**src/rtl/div_iter_pkg.sv**
```systemverilog
// Shared types and defaults for the iterative restoring divider.
package div_iter_pkg;

    localparam int DIV_XLEN_DEF  = 32;
    localparam int DIV_CNT_W_DEF = 6;

    typedef enum logic [1:0] {
        DIV_IDLE = 2'd0,
        DIV_BUSY = 2'd1,
        DIV_DONE = 2'd2
    } div_state_e;

endpackage

```
**src/rtl/div_iter_step.sv**
```systemverilog
// One radix-2 restoring division step: shift {rem,quo} left, subtract divisor, restore on borrow.
module div_iter_step #(
    parameter int XLEN = 32
) (
    input  logic [XLEN-1:0] rem_i,
    input  logic [XLEN-1:0] quo_i,
    input  logic [XLEN-1:0] div_i,
    output logic [XLEN-1:0] rem_o,
    output logic [XLEN-1:0] quo_o
);

    logic [XLEN:0] shl;
    logic [XLEN:0] trial;

    // rem < div always holds, so the shifted partial remainder needs one extra bit
    assign shl   = {rem_i, quo_i[XLEN-1]};
    assign trial = shl - {1'b0, div_i};

    always_comb begin
        rem_o = shl[XLEN-1:0];
        quo_o = {quo_i[XLEN-2:0], 1'b0};
        if (!trial[XLEN]) begin
            rem_o = trial[XLEN-1:0];
            quo_o = {quo_i[XLEN-2:0], 1'b1};
        end
    end

endmodule

```
**src/rtl/div_iter.sv**
```systemverilog
// Unsigned iterative divider behind a level req / pulse ready handshake; XLEN steps per divide.
module div_iter
    import div_iter_pkg::*;
#(
    parameter int XLEN  = DIV_XLEN_DEF,
    parameter int CNT_W = DIV_CNT_W_DEF
) (
    input  logic            clk_i,
    input  logic            rst_i,
    input  logic            req_i,
    input  logic [XLEN-1:0] a_i,
    input  logic [XLEN-1:0] b_i,
    input  logic            is_q_i,
    output logic            ready_o,
    output logic [XLEN-1:0] result_o
);

    div_state_e      state_q, state_d;
    logic [CNT_W-1:0] cnt_q, cnt_d;
    logic [XLEN-1:0] quo_q, quo_d;
    logic [XLEN-1:0] rem_q, rem_d;
    logic [XLEN-1:0] div_q, div_d;
    logic [XLEN-1:0] result_q, result_d;
    logic            sel_q, sel_d;
    logic [XLEN-1:0] rem_n, quo_n;

    div_iter_step #(.XLEN(XLEN)) u_step (
        .rem_i (rem_q),
        .quo_i (quo_q),
        .div_i (div_q),
        .rem_o (rem_n),
        .quo_o (quo_n)
    );

    always_comb begin
        state_d  = state_q;
        cnt_d    = cnt_q;
        quo_d    = quo_q;
        rem_d    = rem_q;
        div_d    = div_q;
        sel_d    = sel_q;
        result_d = result_q;
        case (state_q)
            DIV_IDLE: begin
                if (req_i) begin
                    sel_d = is_q_i;
                    div_d = b_i;
                    cnt_d = '0;
                    if (b_i == '0) begin
                        // divide-by-zero: RISC-V M results, no iteration
                        quo_d    = '1;
                        rem_d    = a_i;
                        result_d = is_q_i ? '1 : a_i;
                        state_d  = DIV_DONE;
                    end else begin
                        quo_d   = a_i;
                        rem_d   = '0;
                        state_d = DIV_BUSY;
                    end
                end
            end
            DIV_BUSY: begin
                if (!req_i) begin
                    state_d = DIV_IDLE;
                end else begin
                    quo_d = quo_n;
                    rem_d = rem_n;
                    cnt_d = cnt_q + CNT_W'(1);
                    if (cnt_q == CNT_W'(XLEN - 1)) begin
                        result_d = sel_q ? quo_n : rem_n;
                        state_d  = DIV_DONE;
                    end
                end
            end
            DIV_DONE: state_d = DIV_IDLE;
            default:  state_d = DIV_IDLE;
        endcase
    end

    always_ff @(posedge clk_i or negedge rst_i) begin
        if (!rst_i) begin
            state_q  <= DIV_IDLE;
            cnt_q    <= '0;
            quo_q    <= '0;
            rem_q    <= '0;
            div_q    <= '0;
            sel_q    <= 1'b0;
            result_q <= '0;
        end else begin
            state_q  <= state_d;
            cnt_q    <= cnt_d;
            quo_q    <= quo_d;
            rem_q    <= rem_d;
            div_q    <= div_d;
            sel_q    <= sel_d;
            result_q <= result_d;
        end
    end

    assign ready_o  = (state_q == DIV_DONE);
    assign result_o = result_q;

endmodule

```
**config.mk**
```make
export PLATFORM = sky130hd
export DESIGN_NAME = div_iter
export DESIGN_NICKNAME = d
export VERILOG_FILES = /design/src/rtl/div_iter_pkg.sv /design/src/rtl/div_iter_step.sv /design/src/rtl/div_iter.sv
export SDC_FILE = /design/constraint.sdc
export NUM_CORES = 1
export LEC_CHECK = 0
export BUFFER_PORTS_ARGS = -buffer_cell sky130_fd_sc_hd__clkbuf_2
export CORE_AREA = 2 2 122 124
export CTS_BUF_LIST = sky130_fd_sc_hd__clkbuf_4
export DETAILED_ROUTE_END_ITERATION = 16
export DIE_AREA = 0 0 124 126
export HOLD_SLACK_MARGIN = 0.08
export PLACE_DENSITY_LB_ADDON = 0.1
export SLEW_MARGIN = 20
export SYNTH_ARGS = -nofsm -noshare
export SYNTH_HDL_FRONTEND = slang
export SYNTH_SLANG_ARGS = --single-unit
```
**constraint.sdc**
```tcl
create_clock -name clk_i -period 3.3 [get_ports clk_i]
set_input_delay 0.165 -clock clk_i [delete_from_list [all_inputs] [get_ports clk_i]]
set_output_delay 0.165 -clock clk_i [all_outputs]
set_load 0.005 [all_outputs]
```
==> flow_summary.ini <==
[critical_path]
start_kind = flop
crit_arrival_ns = 3.64
path_class = flop to flop
endpoint_kind = flop
crit_fanout = 10
cp.required_ns = 3.76

[routing]
dr_total_vias = 8743
routed_wl_mm = 27.6
drtAntennaViolNets = 0
routed_via_density = 6.36
drc = 0
drt-initial-drc-count = 1087
first_pass_iters = 6
wl_per_cell_microns = 20.1

[global_routing]
grt_pass1_wl_mm = 42.4
grt_pass1_vias = 8099
track_usage = 0.354
gr-total-overflow = 0
grt_max_degree = 80
antenna_found_initial = 1

[timing]
setup_tns_ns = 0
post-route-worst-setup-slack_ns = 0.118
rsz0062_at_grt = yes
fin_crit_ns = 3.18
setup_viol = 0
hold_violations = 0
worstMarginPinSlew_ns = 0.855
drv_slew = 0
relSlewSlack = 0.426
clock_skew_ns = 0.0189
period_share = 0.964
fmax_mhz = 314

[synth]
ys_top_cells_by_area = dfrtp_1 (40%), o21ai_0 (7.1%), nand2_1 (5.7%)
netlist_area_sq_mm = 0.00857
synth_top_area_frac = 0.400
syn_area_per_cell_sq_um = 8.40
ys_ff_latch = 137
yosys_warnings = 0
syn_inst = 1020
yosysUniqueCellTypes = 69
synth_largest_area_cell = dfrtp_1
ys_seq_area_frac = 0.400
synthesis.nets = 1122
synthArstFlopShare = 1.00
synth_edf_count = 0
ys.flop_type = dfrtp_1

[hold_path]
hp-class = input port to flop

[placed_design]
dp_hpwl_mm = 18.4
port_buffers = 100
place_congestion = 0.954
post-place-ws_ns = -0.0480
placed_cell_area_sq_mm = 0.00930

[power]
switching_share = 0.455
pwr-share-clk = 0.163
intPower_w = 0.00433
power_density_mw_per_mm2 = 765
pwr-share-seq = 0.287
switchingPower_w = 0.00362
p_leak_nw = 4.69
pwr-share-comb = 0.550
max-vdd-ir-drop_v = 0.000491

[clock_tree]
cts_tree = yes
clk_pin_slew_ns = 0.13
cts_root_buffer = clkbuf_4
h-tree-depth = 4
worstSkewPairLatency_ns = 0.58
clock-sinks = 137
cts_buffers = 17
cts_buffer_depth = 2

[finish]
nets = 1278
area_growth_pct = 21.3
fin_area_sq_mm = 0.0104
fin_util = 0.726
layout-drive-gt1-share = 0.164

[outcome]
outcome = completed

[floorplanning]
io_pins = 101
die_x_microns = 124
dieArea_sq_mm = 0.0156
num_rows = 44
die_h_microns = 126
start_util = 0.599
core_sq_mm = 0.0143

[run]
maxCapViolCount = 0
==> final timing paths <==
check | from | endpoint | slack, ns | depth (start not counted)
worst max-delay path | quo_q[31] | result_o[14] | 0.12 | 13
max in group asynchronous | rst_i | div_q[13] | 2.33 | 3
worst max register to register | quo_q[31] | result_o[14] | 0.12 | 13
min in group asynchronous | rst_i | cnt_q[2] | 0.18 | 2
worst min-delay path | req_i | quo_q[26] | 0.15 | 3
worst min register to register | quo_q[22] | quo_q[22] | 0.52 | 2
==> synthesized netlist by cell type, drive strengths merged (7+ instances only) <==
library cell	number
xor2	8
o221ai	7
inv	45
nand2	133
a21oi	52
a31oi	30
nand2b	10
buf	8
o211ai	8
o21a	10
o31ai	34
a32oi	21
dfrtp	137
mux2i	19
a21o	15
a211oi	8
nor4	10
nand3	12
clkbuf	53
and3	11
or3	11
ha	33
o21ai	165
nor3	44
xnor2	12
nor2	73
==> placed cells by master (no fill, tap or decap), types with 3 or more instances in the layout <==
cell type / count
o211ai_1: 7
clkbuf_2: 99
a31oi_1: 30
bufinv_16: 4
nor2_4: 3
a21o_1: 15
nor2b_1: 5
o31ai_1: 33
nand4_1: 3
nor4_1: 9
a32oi_1: 21
a211oi_1: 6
nor2_1: 69
or3_1: 11
xnor2_1: 12
o21ai_0: 122
and2_1: 4
o21a_1: 9
o21ai_1: 42
buf_12: 3
dlygate4sd3_1: 65
inv_1: 45
o221ai_1: 7
clkbuf_4: 17
nand2_1: 131
a21oi_2: 4
o31a_1: 4
mux2i_1: 18
xor2_1: 8
clkinvlp_4: 4
nand2b_1: 8
dfrtp_1: 137
and3_1: 11
buf_4: 28
a21oi_1: 46
nand3_1: 12
o21bai_1: 3
nor3_1: 44
ha_1: 33
==> final cells by class <==
| class | instances | area, sq um |
|---|---|---|
| flip-flops and latches | 137 | 3430 |
| diodes | 1 | 2.50 |
| clock inverters | 15 | 199 |
| well taps | 184 | 230 |
| multi-input cells | 778 | 4810 |
| clock buffers | 17 | 128 |
| fillers | 1154 | 3920 |
| inverters | 46 | 173 |
| repair buffers | 196 | 1430 |
==> worst max-delay path: stages (launching register included) <==
cell and delay [ns]:
dfrtp_1 0.37, inv_1 0.07, ha_1 0.23, fa_1 0.41, nand2b_1 0.22, a21oi_2 0.19
o211ai_2 0.15, a21oi_4 0.28, a21oi_4 0.13, o32a_4 0.44, buf_4 0.19, nand3_1 0.09
and3_1 0.21, o21ai_1 0.09
==> cells by family after synthesis <==
| kind of cell | synth area share |
|---|---|
| compound gates | 0.285 |
| xor+xnor | 0.0204 |
| fa+ha+maj | 0.0505 |
| buf+inv | 0.0502 |
| flops | 0.400 |
| mux | 0.0235 |
| simple gates | 0.171 |
==> state kept, by name (all words and copies together) (netlist names) <==
name / flops
rem_q: 32
quo_q: 32
state_q: 2
cnt_q: 6
div_q: 32
result_o: 32
sel_q: 1
==> per-layer routing <==
layer,wire (microns),track usage,vias to the layer above
li1,-,-,4041
met1,10800,0.455,4180
met2,13800,0.586,439
met3,1790,0.0611,83
met4,1240,0.156,0
met5,0,0,-
==> metrics by stage <==
step	power [W]	cells	hold WS [ns]
after floorplan	0.00517	1020	-0.131
after CTS	0.00764	1370	0.130
final	0.00795	1374	0.146
after global placement	0.00618	1272	0.251
after global routing	0.00841	1374	0.144
after detailed placement	0.00624	1272	0.248
==> power by group through the flow <==
stage / logic (W) / clock network [W] / registers, W
CTS: 0.00408 / 0.00130 / 0.00226
finish: 0.00437 / 0.00130 / 0.00228
global route: 0.00475 / 0.00138 / 0.00229
floorplan: 0.00302 / 0 / 0.00215
global placement: 0.00389 / 0 / 0.00229
detailed placement: 0.00395 / 0 / 0.00229
==> timing repair <==
| action | 4_1_cts | 5_1_grt |
|---|---|---|
| endpoints found under the setup margin | 37 | 62 |
| setup buffers | 0 | 2 |
| resized for setup | 1 | 9 |
| hold buffers | 65 | 0 |
| cloned | 1 | 1 |
| pin swaps | 1 | 6 |
| hold endpoints to repair | 199 | 0 |
No activity file was read; power rests on OpenSTA's default activity.
